--- src/rtl/gate_tt_sequencer.sv ---
// rtl/gate_tt_sequencer.sv - walks a 2-input gate through 00,01,10,11 and checks its truth table
module gate_tt_sequencer #(
  parameter int unsigned SETTLE_CYCLES = 2
) (
  input  logic       clk,
  input  logic       rst_n,
  input  logic       start,
  input  logic       abort,
  input  logic [3:0] expected_tt,
  input  logic       f,
  output logic       a,
  output logic       b,
  output logic       busy,
  output logic       done,
  output logic       pass,
  output logic [3:0] captured_tt,
  output logic [3:0] mismatch
);

  typedef enum logic [1:0] {IDLE, SETTLE, SAMPLE, DONE} state_t;

  localparam logic [7:0] SETTLE_LOAD = 8'(SETTLE_CYCLES);

  state_t     state;
  logic [1:0] idx;
  logic [7:0] cnt;
  logic [3:0] exp_q;
  logic [3:0] tt_next;

  // Table including the bit being sampled this cycle, so DONE can judge the final vector.
  always_comb begin
    tt_next      = captured_tt;
    tt_next[idx] = f;
  end

  always_ff @(posedge clk or negedge rst_n) begin
    if (!rst_n) begin
      state       <= IDLE;
      idx         <= 2'd0;
      cnt         <= 8'd0;
      exp_q       <= 4'd0;
      a           <= 1'b0;
      b           <= 1'b0;
      busy        <= 1'b0;
      done        <= 1'b0;
      pass        <= 1'b0;
      captured_tt <= 4'd0;
      mismatch    <= 4'd0;
    end else if (abort) begin
      // Partial captured_tt is deliberately kept for inspection.
      state    <= IDLE;
      idx      <= 2'd0;
      cnt      <= 8'd0;
      a        <= 1'b0;
      b        <= 1'b0;
      busy     <= 1'b0;
      done     <= 1'b0;
      pass     <= 1'b0;
      mismatch <= 4'd0;
    end else begin
      case (state)
        IDLE: begin
          a    <= 1'b0;
          b    <= 1'b0;
          done <= 1'b0;
          if (start) begin
            exp_q       <= expected_tt;
            captured_tt <= 4'd0;
            mismatch    <= 4'd0;
            pass        <= 1'b0;
            idx         <= 2'd0;
            cnt         <= SETTLE_LOAD;
            busy        <= 1'b1;
            state       <= SETTLE;
          end
        end
        SETTLE: begin
          if (cnt == 8'd0) begin
            state <= SAMPLE;
          end else begin
            cnt <= cnt - 8'd1;
          end
        end
        SAMPLE: begin
          captured_tt <= tt_next;
          if (idx == 2'd3) begin
            state    <= DONE;
            busy     <= 1'b0;
            done     <= 1'b1;
            pass     <= (tt_next == exp_q);
            mismatch <= tt_next ^ exp_q;
            a        <= 1'b0;
            b        <= 1'b0;
          end else begin
            idx    <= idx + 2'd1;
            {a, b} <= idx + 2'd1;
            cnt    <= SETTLE_LOAD;
            state  <= SETTLE;
          end
        end
        DONE: begin
          done  <= 1'b0;
          idx   <= 2'd0;
          state <= IDLE;
        end
        default: state <= IDLE;
      endcase
    end
  end

endmodule
--- config.mk ---
export PLATFORM = sky130hd
export DESIGN_NAME = gate_tt_sequencer
export DESIGN_NICKNAME = d
export VERILOG_FILES = /design/src/rtl/gate_tt_sequencer.sv
export SDC_FILE = /design/constraint.sdc
export NUM_CORES = 1
export LEC_CHECK = 0
export BUFFER_PORTS_ARGS = -buffer_cell sky130_fd_sc_hd__buf_4
export CORE_MARGIN = 2
export CORE_UTILIZATION = 55
export DETAILED_ROUTE_END_ITERATION = 16
export PLACE_DENSITY = 0.78
export SYNTH_ARGS = -nofsm -noshare
export SYNTH_HDL_FRONTEND = slang
export SYNTH_SLANG_ARGS = --single-unit
export TNS_END_PERCENT = 20
--- constraint.sdc ---
create_clock -name clk -period 2.7 [get_ports clk]
set_input_delay 0.135 -clock clk [delete_from_list [all_inputs] [get_ports clk]]
set_output_delay 0.135 -clock clk [all_outputs]
set_load 0.01 [all_outputs]
==> summary.md <==
| Metric | Value |
|---|---|
| Post-Synthesis Cells | 167 |
| Setup-violating endpoint count in the final report | 0 |
| Most crowded layer after global routing | met2 |
| Post-synthesis register bit count | 29 |
| Part of the power in the clock network | 16.1% |
| Register-to-register path setup slack | 510 ps |
| Residual DRC count | 1 |
| Comb power frac | 45.8% |
| Vias | 1339 |
| Result of the run | complete, but fails checks |
| Final nets | 209 |
| Net load switching power | 671 µW |
| Total wire length | 3300 µm |
| Power Internal | 994 µW |
| CP required | 2910 ps |
| Worst reg2reg startpoint | state[0]$_DFFE_PN0P_ |
| Number of fillers in the final layout | 228 |
| Final cycle utilization of the critical path | 80.9% |
| Number of buffers between clock root and the deepest sink | 2 |
| Syn. warnings | 0 |
| Clk slew on worst S/H paths | 90 ps |
| Number of port buffers | 21 |
| Insertion delay of the later-clocked pin in the worst-skew pair | 330 ps |
| DRT Pass-1 Iters | 11 |
| Final std cell area, no fill | 1890 µm² |
| Cell types with the largest area share after synthesis | dfrtp_1 (44%), ha_1 (6.1%), nand2_1 (4.1%) |
| Row count | 19 |
| Min cycle time layout | 2190 ps |
| Largest fanout on the critical path | 9 |
| Kind of end point of the critical path | register |
| Crit path launch type | register |
| Fmax | 458 MHz |
| Met2 Usage GRT | 34.0% |
| Number of global-route vias before repair | 1298 |
| Met1 routing resource usage after global routing | 27.7% |
| Number of nets with antenna violations after detailed routing | 0 |
| Capturing point of the worst reg2reg path | cnt[1]$_DFFE_PN0P_ |
| Ratio of cells with drive above 1 in the final layout | 20.3% |
| Initial antenna violation count | 0 |
| Number of distinct standard cells referenced by the synthesized netlist | 38 |
| Class of the most critical setup path | reg2reg |
| Area growth, synth to finish | 15.0% |
| Fraction of power consumed by sequential logic | 38.1% |
| Worst Reg2Reg Path Length in Cells | 6 |
| H-tree levels | 2 |
| Most frequently used cell type in the post-synthesis netlist | dfrtp_1 |
| Syn_nets | 184 |
| Global-route wire length before repair | 5590 µm |
| Count of maximum capacitance violations | 0 |
| Post-synthesis sequential area ratio | 44.1% |
| Largest net degree at the start of global routing | 30 |
| Power density over cell area | 879 nW/µm² |
| Horiz. Die Dim | 58.7 µm |
| Met3 capacity usage during global routing | 7.91% |
| Die Outline Area | 3450 µm² |
| Critical hold path startpoint | expected_tt[3] |
| Cell type with the largest total area after synthesis | dfrtp_1 |
| Hold Path Cell Cnt | 2 |
| CTS sink cnt | 29 |
| Average via count per standard cell | 6.00 |
| Setup repair after global routing missed its margin | no |
| Pleak | 0.000868 µW |
| Slew headroom | 48.7% |
| Number of top-level pins | 22 |
| TritonCTS clock tree | done |
| Syn Area/Cell | 9.86 µm² |
| Share of the synthesized area in the top cell type | 44.1% |
| Setup total negative slack | 0 ps |
| Largest voltage drop on the vdd net | 0.000526 V |
| Post-DP HPWL | 2440 µm |
| Root Buffer | clkbuf_4 |
| Max Transition Viols Final | 0 |
| Routed wire per std cell | 14.8 µm |
| Actual transition at the worst max-transition pin | 762 ps |
| Sw frac | 40.3% |
| Final Util | 67.5% |
| Most used flip-flop cell after synthesis | dfrtp_1 |
| Failing checks | DRC |
| Die height | 58.7 µm |
| Synth async-reset ratio | 100% |
| Core area | 2810 µm² |
| Total global routing track utilization | 21.8% |
| Max Clock Skew | 10.1 ps |
| Number of failing hold endpoints at the final stage | 0 |
| Final RePlAce weighted congestion | 0.901 |
| Path category of the worst min-delay check | in2reg |
| Capture endpoint of the worst hold path | exp_q[3]$_DFFE_PN0P_ |
| Antenna diodes | 0 |
| Total standard cell area after synthesis | 1650 µm² |
| Instance area after placement | 1830 µm² |
| Post-synth EDFFs | 0 |
| Number of buffers inserted during clock tree synthesis | 5 |
| Remaining global-route overflow | 0 |
| Iteration-0 DRC count of the detailed router | 47 |
| Data arrival time of the critical path | 2400 ps |
| Most numerous cell types in the synthesized netlist | dfrtp_1 (29), nand2_1 (18), inv_1 (13) |
| Initial cell density of the core | 58.7% |
-- layout make-up --
| class | instances | area (µm²) | area share [%] |
|---|---|---|---|
| clock buffers | 7 | 55.1 | 2.91 |
| well taps | 31 | 38.8 | 2.05 |
| multi-input cells | 120 | 851 | 44.9 |
| inverters | 13 | 48.8 | 2.58 |
| flip-flops and latches | 29 | 726 | 38.3 |
| repair buffers | 23 | 175 | 9.25 |
-- metal layers --
layer / share of wire, % / wire, µm
met3: 5.9 / 196
met1: 46 / 1520
met2: 46 / 1530
met4: 1.8 / 61
met5: 0 / 0
-- power by group through the flow --
stage | clock network [µW] | logic (µW) | registers, µW
2_1_floorplan | 0 | 585 | 617
4_1_cts | 276 | 756 | 632
3_5_place_dp | 0 | 751 | 641
5_1_grt | 291 | 845 | 648
3_3_place_gp | 0 | 723 | 633
6_report | 269 | 762 | 634
-- worst max-delay path by stage --
stage	start	end	slack [ps]	cells after the start
after floorplan	state[0]$_DFFE_PN0P_	cnt[1]$_DFFE_PN0P_	550	7
after global placement	state[0]$_DFFE_PN0P_	cnt[1]$_DFFE_PN0P_	630	6
after detailed placement	state[0]$_DFFE_PN0P_	cnt[1]$_DFFE_PN0P_	550	6
after CTS	state[0]$_DFFE_PN0P_	cnt[1]$_DFFE_PN0P_	540	6
after global routing	state[0]$_DFFE_PN0P_	cnt[1]$_DFFE_PN0P_	400	6
final	state[0]$_DFFE_PN0P_	cnt[1]$_DFFE_PN0P_	510	6
-- state kept, by name, summed over array words and instances, names as in the netlist --
| signal | cells |
|---|---|
| captured_tt | 4 |
| idx | 2 |
| done | 1 |
| mismatch | 4 |
| a | 1 |
| cnt | 8 |
| b | 1 |
| pass | 1 |
| busy | 1 |
| state | 2 |
| exp_q | 4 |
-- logic make-up (layout without fill, tap and decap cells) --
family,count (synthesis),in the layout,share of synthesized area [%]
xor gates and xnor gates,4,4,2.13
muxes,11,11,7.22
buffers and inverters,18,43,4.26
adders and majority gates,8,8,6.08
DFF,29,29,44.1
and+or+nand+nor,51,51,16.0
AOI/OAI and AO/OA,46,46,20.2
-- layout by cell type (no fill, tap or decap), drive strengths merged --
cell type	count
a22oi	1
o22a	1
or3b	1
nor2b	4
xnor2	4
nor2	5
ha	8
nor3b	2
inv	13
or3	1
nand2	18
nand3	7
a21o	2
o31a	1
mux2i	4
a22o	6
o21ai	13
nor4	2
clkbuf	7
nor3	6
a32oi	2
a221o	1
dlygate4sd3	1
o31ai	5
buf	22
nand2b	3
o21bai	2
o2bb2ai	1
and4	1
dfrtp	29
mux2	7
o22ai	3
and3	1
a21oi	7
a31oi	1
-- critical path, stage by stage, from the launching register on --
cell and delay, ps:
dfrtp_1 510, inv_1 140, ha_1 240, or3_4 380
a31oi_4 270, o21bai_4 190, mux2_1 340
-- stage by stage --
step	cells	hold slack [ps]	worst slack, ps	total power [µW]
finish	223	27.7	515	1670
global route	223	23.2	404	1780
CTS	223	25.0	537	1660
detailed placement	215	77.8	554	1390
global placement	215	74.1	627	1360
floorplan	167	-161	555	1200
-- timing repair --
item,CTS,global route
setup endpoints to repair,0,0
resized for setup,0,0
hold buffers,1,0
hold endpoints to repair,29,0
buffers inserted,0,0
(Power assumes the default switching activity.)
